[config.mk]
export PLATFORM = sky130hd
export DESIGN_NAME = iomem_gpio_flat
export DESIGN_NICKNAME = d
export VERILOG_FILES = /design/src/rtl/iomem_gpio_pkg.sv /design/src/rtl/iomem_gpio_if.sv /design/src/rtl/iomem_gpio_sync_edge.sv /design/src/rtl/iomem_gpio.sv /design/src/flat_wrapper.sv
export SDC_FILE = /design/constraint.sdc
export NUM_CORES = 1
export LEC_CHECK = 0
export CAP_MARGIN = 15
export CORE_MARGIN = 2
export CORE_UTILIZATION = 46
export CTS_CLUSTER_DIAMETER = 30
export CTS_CLUSTER_SIZE = 8
export DETAILED_ROUTE_END_ITERATION = 6
export PLACE_DENSITY = 0.81
export RECOVER_POWER = 25
export SYNTH_ARGS = -nofsm -noshare
export SYNTH_HDL_FRONTEND = slang
export SYNTH_SLANG_ARGS = --single-unit
[constraint.sdc]
create_clock -name clk -period 2.05 [get_ports clk]
set_clock_uncertainty 0.1 [all_clocks]
set_input_delay 0.205 -clock clk [delete_from_list [all_inputs] [get_ports clk]]
set_output_delay 0.205 -clock clk [all_outputs]
set_load 0.005 [all_outputs]
[src/rtl/iomem_gpio_pkg.sv]
// Shared register map and helpers for the iomem GPIO block.
package gpio_pkg;

  localparam logic [3:0] GPIO_OUT     = 4'h0;
  localparam logic [3:0] GPIO_OE      = 4'h1;
  localparam logic [3:0] GPIO_IN      = 4'h2;
  localparam logic [3:0] GPIO_SET     = 4'h3;
  localparam logic [3:0] GPIO_CLR     = 4'h4;
  localparam logic [3:0] GPIO_TGL     = 4'h5;
  localparam logic [3:0] GPIO_RISE_EN = 4'h6;
  localparam logic [3:0] GPIO_FALL_EN = 4'h7;
  localparam logic [3:0] GPIO_STATUS  = 4'h8;

  function automatic logic [31:0] strb_mask(
    input logic [3:0] s
  );
    return {{8{s[3]}}, {8{s[2]}},
            {8{s[1]}}, {8{s[0]}}};
  endfunction

endpackage

[src/rtl/iomem_gpio_if.sv]
// picosoc iomem bus bundle.
// One request per ready pulse; wstrb of 0 means read.
interface iomem_gpio_if;
  logic        valid;
  logic        ready;
  logic [3:0]  wstrb;
  logic [31:0] addr;
  logic [31:0] wdata;
  logic [31:0] rdata;

  modport master (
    output valid, wstrb, addr, wdata,
    input  ready, rdata
  );

  modport slave (
    input  valid, wstrb, addr, wdata,
    output ready, rdata
  );
endinterface

[src/rtl/iomem_gpio_sync_edge.sv]
// Pad synchroniser with a trailing prev flop.
// Edges are sync against prev, so a pad edge shows up SYNC_STAGES cycles later.
module gpio_sync_edge #(
  parameter int W           = 8,
  parameter int SYNC_STAGES = 2
) (
  input  logic         clk,
  input  logic         resetn,
  input  logic [W-1:0] i_d,
  output logic [W-1:0] o_sync,
  output logic [W-1:0] o_rise,
  output logic [W-1:0] o_fall
);

  logic [SYNC_STAGES-1:0][W-1:0] r_ff;
  logic [W-1:0]                  r_prev;

  always_ff @(posedge clk) begin
    if (!resetn) begin
      r_ff   <= '0;
      r_prev <= '0;
    end else begin
      r_ff   <= {r_ff[SYNC_STAGES-2:0], i_d};
      r_prev <= r_ff[SYNC_STAGES-1];
    end
  end

  assign o_sync = r_ff[SYNC_STAGES-1];
  assign o_rise = o_sync & ~r_prev;
  assign o_fall = ~o_sync & r_prev;

endmodule

[src/rtl/iomem_gpio.sv]
// GPIO peripheral on the picosoc iomem bus: OUT/OE, atomic set/clr/tgl,
// synchronised inputs and edge interrupts with write-1-to-clear status.
module iomem_gpio
  import gpio_pkg::*;
#(
  parameter int         N_GPIO      = 8,
  parameter logic [7:0] BASE_ADDR   = 8'h03,
  parameter int         SYNC_STAGES = 2
) (
  input  logic              clk,
  input  logic              resetn,
  iomem_gpio_if.slave       bus,
  input  logic [N_GPIO-1:0] gpio_in,
  output logic [N_GPIO-1:0] gpio_out,
  output logic [N_GPIO-1:0] gpio_oe,
  output logic              irq
);

  logic              r_ready;
  logic [31:0]       r_rdata;
  logic [N_GPIO-1:0] r_out;
  logic [N_GPIO-1:0] r_oe;
  logic [N_GPIO-1:0] r_re;
  logic [N_GPIO-1:0] r_fe;
  logic [N_GPIO-1:0] r_st;
  logic              r_irq;

  logic [N_GPIO-1:0] w_sync;
  logic [N_GPIO-1:0] w_rise;
  logic [N_GPIO-1:0] w_fall;

  logic              w_sel;
  logic              w_wr;
  logic [3:0]        w_idx;
  logic [31:0]       w_wm32;
  logic [N_GPIO-1:0] w_wm;
  logic [N_GPIO-1:0] w_wd;
  logic [31:0]       w_rd;

  logic [N_GPIO-1:0] w_out_n;
  logic [N_GPIO-1:0] w_oe_n;
  logic [N_GPIO-1:0] w_re_n;
  logic [N_GPIO-1:0] w_fe_n;
  logic [N_GPIO-1:0] w_clr;
  logic [N_GPIO-1:0] w_set;
  logic [N_GPIO-1:0] w_st_n;
  logic              w_unused;

  gpio_sync_edge #(
    .W           (N_GPIO),
    .SYNC_STAGES (SYNC_STAGES)
  ) u_sync (
    .clk    (clk),
    .resetn (resetn),
    .i_d    (gpio_in),
    .o_sync (w_sync),
    .o_rise (w_rise),
    .o_fall (w_fall)
  );

  // The ack cycle itself never selects, forcing a gap between accesses.
  assign w_sel = bus.valid && !r_ready &&
                 (bus.addr[31:24] == BASE_ADDR);
  assign w_wr   = w_sel && (bus.wstrb != 4'h0);
  assign w_idx  = bus.addr[5:2];
  assign w_wm32 = strb_mask(bus.wstrb);
  assign w_wm   = w_wm32[N_GPIO-1:0];
  assign w_wd   = bus.wdata[N_GPIO-1:0] & w_wm;

  assign w_unused = &{1'b0, bus.addr[23:6],
                      bus.addr[1:0], bus.wdata,
                      w_wm32};

  always_comb begin
    w_rd = '0;
    unique case (w_idx)
      GPIO_OUT:     w_rd[N_GPIO-1:0] = r_out;
      GPIO_OE:      w_rd[N_GPIO-1:0] = r_oe;
      GPIO_IN:      w_rd[N_GPIO-1:0] = w_sync;
      GPIO_RISE_EN: w_rd[N_GPIO-1:0] = r_re;
      GPIO_FALL_EN: w_rd[N_GPIO-1:0] = r_fe;
      GPIO_STATUS:  w_rd[N_GPIO-1:0] = r_st;
      default:      w_rd = '0;
    endcase
  end

  always_comb begin
    w_out_n = r_out;
    w_oe_n  = r_oe;
    w_re_n  = r_re;
    w_fe_n  = r_fe;
    w_clr   = '0;
    if (w_wr) begin
      unique case (w_idx)
        GPIO_OUT:     w_out_n = (r_out & ~w_wm) | w_wd;
        GPIO_SET:     w_out_n = r_out | w_wd;
        GPIO_CLR:     w_out_n = r_out & ~w_wd;
        GPIO_TGL:     w_out_n = r_out ^ w_wd;
        GPIO_OE:      w_oe_n  = (r_oe & ~w_wm) | w_wd;
        GPIO_RISE_EN: w_re_n  = (r_re & ~w_wm) | w_wd;
        GPIO_FALL_EN: w_fe_n  = (r_fe & ~w_wm) | w_wd;
        GPIO_STATUS:  w_clr   = w_wd;
        default:      w_clr   = '0;
      endcase
    end
  end

  // A fresh edge outranks a same-cycle clear.
  assign w_set  = (w_rise & r_re) | (w_fall & r_fe);
  assign w_st_n = (r_st & ~w_clr) | w_set;

  always_ff @(posedge clk) begin
    if (!resetn) begin
      r_ready <= 1'b0;
      r_rdata <= '0;
      r_out   <= '0;
      r_oe    <= '0;
      r_re    <= '0;
      r_fe    <= '0;
      r_st    <= '0;
      r_irq   <= 1'b0;
    end else begin
      r_ready <= w_sel;
      if (w_sel) r_rdata <= w_rd;
      r_out   <= w_out_n;
      r_oe    <= w_oe_n;
      r_re    <= w_re_n;
      r_fe    <= w_fe_n;
      r_st    <= w_st_n;
      r_irq   <= |r_st;
    end
  end

  assign bus.ready = r_ready;
  assign bus.rdata = r_rdata;
  assign gpio_out  = r_out;
  assign gpio_oe   = r_oe;
  assign irq       = r_irq;

endmodule

[src/flat_wrapper.sv]
// flat-port wrapper written by rule: the top's interface ports become plain ports
module iomem_gpio_flat import gpio_pkg::*;
#(
  parameter int         N_GPIO      = 8,
  parameter logic [7:0] BASE_ADDR   = 8'h03,
  parameter int         SYNC_STAGES = 2
)
  (clk, resetn, gpio_in, gpio_out, gpio_oe, irq, bus_valid, bus_wstrb, bus_addr, bus_wdata, bus_ready, bus_rdata);
  iomem_gpio_if bus_i ();
  input  logic clk;
  input  logic resetn;
  input  logic [N_GPIO-1:0] gpio_in;
  output logic [N_GPIO-1:0] gpio_out;
  output logic [N_GPIO-1:0] gpio_oe;
  output logic irq;
  input wire logic [$bits(bus_i.valid)-1:0] bus_valid;
  input wire logic [$bits(bus_i.wstrb)-1:0] bus_wstrb;
  input wire logic [$bits(bus_i.addr)-1:0] bus_addr;
  input wire logic [$bits(bus_i.wdata)-1:0] bus_wdata;
  output wire logic [$bits(bus_i.ready)-1:0] bus_ready;
  output wire logic [$bits(bus_i.rdata)-1:0] bus_rdata;
  assign bus_i.valid = bus_valid;
  assign bus_i.wstrb = bus_wstrb;
  assign bus_i.addr = bus_addr;
  assign bus_i.wdata = bus_wdata;
  assign bus_ready = bus_i.ready;
  assign bus_rdata = bus_i.rdata;
  iomem_gpio #(.N_GPIO(N_GPIO), .BASE_ADDR(BASE_ADDR), .SYNC_STAGES(SYNC_STAGES)) u_core (.clk(clk), .resetn(resetn), .bus(bus_i), .gpio_in(gpio_in), .gpio_out(gpio_out), .gpio_oe(gpio_oe), .irq(irq));
endmodule
==> summary.txt <==
Drt
  – Violation count after the first detailed-routing iteration: about 220
  – Drt pass-1 iters: 5
  – Average wire per standard cell: 15.5 um
  – Antenna Violating Nets Remaining: 0
  – DRC: 0
  – DR vias: around 3300
  – Number of vias per cell after detailed routing: 5.41
  – Overall routed net length: 9.39 mm

Synthesis
  – Fraction of synthesized cell area taken by the top area cell type: 38.9%
  – Library cell with the largest summed area after synthesis: dfxtp_1
  – Fraction of registers with async set or reset after synthesis: 0%
  – Most used flip-flop cell after synthesis: dfxtp_1
  – XOR/XNOR Fraction of Synth Area: 0.230%
  – Yosys reg bits: 74
  – Average cell area after synthesis: between 8 and 9 um^2
  – Synthesized instance count: 429
  – Largest family of logic cells by synthesized area: simple AND/OR/NAND/NOR gates
  – Sequential area share after synthesis: 38.9%
  – Synth Warn #: 0
  – Ranking of synthesized cells by area: dfxtp_1, mux2i_1, buf_4
  – Most frequent cells after synthesis: dfxtp_1, nand2_1, mux2i_1
  – Simple-gate area share of the yosys netlist: 22.6%
  – Post-synthesis cell type count: 49
  – Compound-cell area share of the yosys netlist: 16.9%
  – Total standard cell area after synthesis: about 3800 um^2
  – Most common cell in the synthesized netlist: dfxtp_1
  – Adder-cell share of the synthesized area: 2.63%
  – Share of synthesized area spent on multiplexers: 9.75%
  – EDFF count, synth: 0

Place
  – Final HPWL from detailed placement: 6.79 mm
  – Final weighted congestion of routability-driven global placement: ~0.9
  – Number of cells in the design after placement: 591
  – Port bufs: 60

STA
  – Final-report max-slew violation count: 0
  – Relative slew slack: 43.0%
  – Post-layout minimum cycle time: ~1.9 ns
  – Hold Worst Slack: approximately 0.33 ns
  – RSZ-0062 raised after global routing: no
  – Setup Viol. Count Final: 0
  – Transition time at the pin with the least slew margin: 0.855 ns
  – Maximum clock frequency: about 540 MHz
  – Number of endpoints with negative hold slack in the final report: 0
  – Period Utilization, post-route: about nine tenths

Critical path
  – Largest delay share family, worst path: buffers and inverters
  – Crit path launch type: input pin
  – Arrival time at the worst endpoint: 2.03 ns
  – Register-to-Register Path Depth: 5
  – Crit. End Element: flop
  – Worst R2R Start: u_core.bus.ready
  – Endpoint of the most critical register-to-register path: u_core.gpio_out[7]
  – Count of buffer and inverter cells on the critical path: 2
  – Crit path kind: in -> reg
  – Critical-path maximum fanout: 8
  – Cell-by-cell trace of the critical path: clkdlybuf4s50_1 > buf_4 > nand4bb_1 > a21boi_0 > o221ai_1 > mux2i_1
  – Setup slack, reg-to-reg: 0.40 ns
  – Worst EP required: 2.23 ns
  – Largest stage delay, worst path: between 0.5 and 0.6 ns
  – Slowest-stage cell, CP: clkdlybuf4s50_1

Clock tree
  – Number of CTS-inserted buffers: 9
  – Buffers inserted by post-CTS timing repair: 0
  – Clock-pin transition on the worst setup and hold timing paths: 0.08 ns
  – Insertion delay to the later sink of the worst-skew pair: 0.35 ns
  – Quantity of hold-fixing buffers added after cts: 0
  – Maximum buffer depth of the clock tree: 2
  – CTS tree: built
  – Post-CTS Resized: 0
  – Clock root buffer: clkbuf_8
  – Maximum level of the CTS H-tree: 3
  – Number of sinks driven by the clock tree: 74

Die
  – Area inside the core boundary: about 8000 um^2
  – Initial Util: between 40% and 50%
  – Width of the die: 95.0 um
  – Die area: approximately 9000 um^2
  – Standard-cell row count: 33
  – Ports: around 130
  – Die H: about 95 um

Min path
  – Hold depth: 2
  – Worst hold endpoint: u_core.u_sync.r_ff[2]
  – Hold Crit Start: gpio_in[2]
  – Worst Hold Class: in -> reg

Global route
  – Aggregate global routing overflow: 0
  – Pin count of the biggest net entering global routing: 46
  – Number of antenna violations at the first check in global routing: 0
  – Overall fraction of global-route tracks in use: 22.4%
  – Via count of the first global-routing pass: 3183
  – First-pass GRT wire length: approximately 16 mm

Pwr
  – Clock share of power: 39.1%
  – Largest voltage drop on the vdd net: 0.000448 V
  – Internal power component: 2.18 mW
  – Leak pwr: 1.96 nW
  – Switching power summed over all nets: 0.695 mW
  – Switch share: 24.1%
  – Pwr per Cell Area: 606 nW/um^2
  – Power share of the combinational group: 9.9%
  – Portion of total power attributed to sequential cells: between 50% and 60%

Final layout
  – Layout Cells excl Fill: 606
  – Fraction of layout instances using a drive strength above 1: 10.2%
  – Antenna cells: 0
  – Post-layout utilization of the core: about 58%
  – Area Overhead vs Synth: 24.5%
  – Layout Nets: 584

Run
  – Max Cap Violations: 0

Run status
  – Status: finished clean
## worst register-to-register path, cell delays in order, from the launching register on
cell and delay [ns]:
dfxtp_1 0.31, and4b_1 0.41, and3_1 0.26, nand4b_1 0.12, buf_4 0.20, mux2i_1 0.14
## layout by cell type (no fill, tap or decap), drive strengths merged, types with 2 or more instances in the layout
master | Yosys | layout
a21boi | 25 | 25
a21oi | 8 | 8
a221oi | 2 | 2
a22o | 3 | 3
a22oi | 2 | 2
a31oi | 15 | 15
and2 | 26 | 26
and3 | 5 | 5
and4b | 2 | 2
buf | 38 | 25
clkbuf | 14 | 12
clkdlybuf4s50 | 0 | 59
clkinv | 0 | 3
conb | 1 | 24
dfxtp | 74 | 74
ha | 8 | 8
inv | 8 | 9
mux2i | 36 | 36
nand2 | 39 | 39
nand3 | 21 | 21
nand3b | 2 | 2
nand4 | 3 | 3
nor2 | 21 | 21
nor2b | 20 | 20
nor3 | 2 | 2
nor4 | 3 | 3
o21ai | 23 | 23
o221a | 3 | 3
o221ai | 8 | 8
or4 | 2 | 2
## per-layer routing
metal  routed length (um)  vias up  global-route usage (%)
li1                     -     1607                       -
met1                 4090     1525                    29.3
met2                 4550      131                    35.4
met3                  565       16                    4.74
met4                  185        0                    10.6
met5                    0        -                       0
## worst max-delay path by stage
stage	start	to	cells past startpoint	slack [ns]
2_1_floorplan	bus_wstrb[0]	u_core.gpio_out[3]	7	0.54
3_3_place_gp	bus_addr[4]	u_core.gpio_out[3]	6	-0.02
3_5_place_dp	bus_addr[4]	u_core.gpio_out[7]	6	-0.11
4_1_cts	bus_addr[4]	u_core.gpio_out[7]	6	0.23
5_1_grt	bus_addr[4]	u_core.gpio_out[5]	6	0.05
6_report	bus_addr[4]	u_core.gpio_out[7]	6	0.20
## cell families (layout without fill, tap and decap cells)
| kind of cell | after synthesis | in the layout |
|---|---|---|
| buffers and inverters | 60 | 109 |
| flip-flops | 74 | 74 |
| XOR/XNOR | 1 | 1 |
| multiplexers | 37 | 37 |
| AO/OA/AOI/OAI | 94 | 94 |
| adder cells (fa/ha/maj) | 8 | 8 |
| other | 1 | 24 |
| AND/OR/NAND/NOR | 154 | 154 |
## metrics by stage
stage          setup TNS, ns  setup WS [ns]  power (mW)  cell area, um^2
6_report                   0          0.196        2.88             4750
4_1_cts                    0          0.234        2.90             4750
2_1_floorplan              0          0.544        1.67             3900
3_3_place_gp         -0.0390        -0.0183        1.77             4560
3_5_place_dp          -0.455         -0.107        1.78             4560
5_1_grt                    0         0.0514        3.00             4750
## power groups by stage
stage | clock (mW) | combinational (mW) | sequential, mW
global placement | 0 | 0.275 | 1.50
global route | 1.22 | 0.315 | 1.47
floorplan | 0 | 0.174 | 1.50
finish | 1.13 | 0.285 | 1.47
detailed placement | 0 | 0.282 | 1.50
CTS | 1.15 | 0.284 | 1.47
## final cells by class
type	instances	area, um^2
timing repair buffer	86	836
clock inverter	5	53.8
clock buffer	10	138
tap	105	131
inverter	8	30.0
multi-input combinational	318	2080
sequential	74	1480
fill	706	3390
No activity file was read; power rests on OpenSTA's default activity.
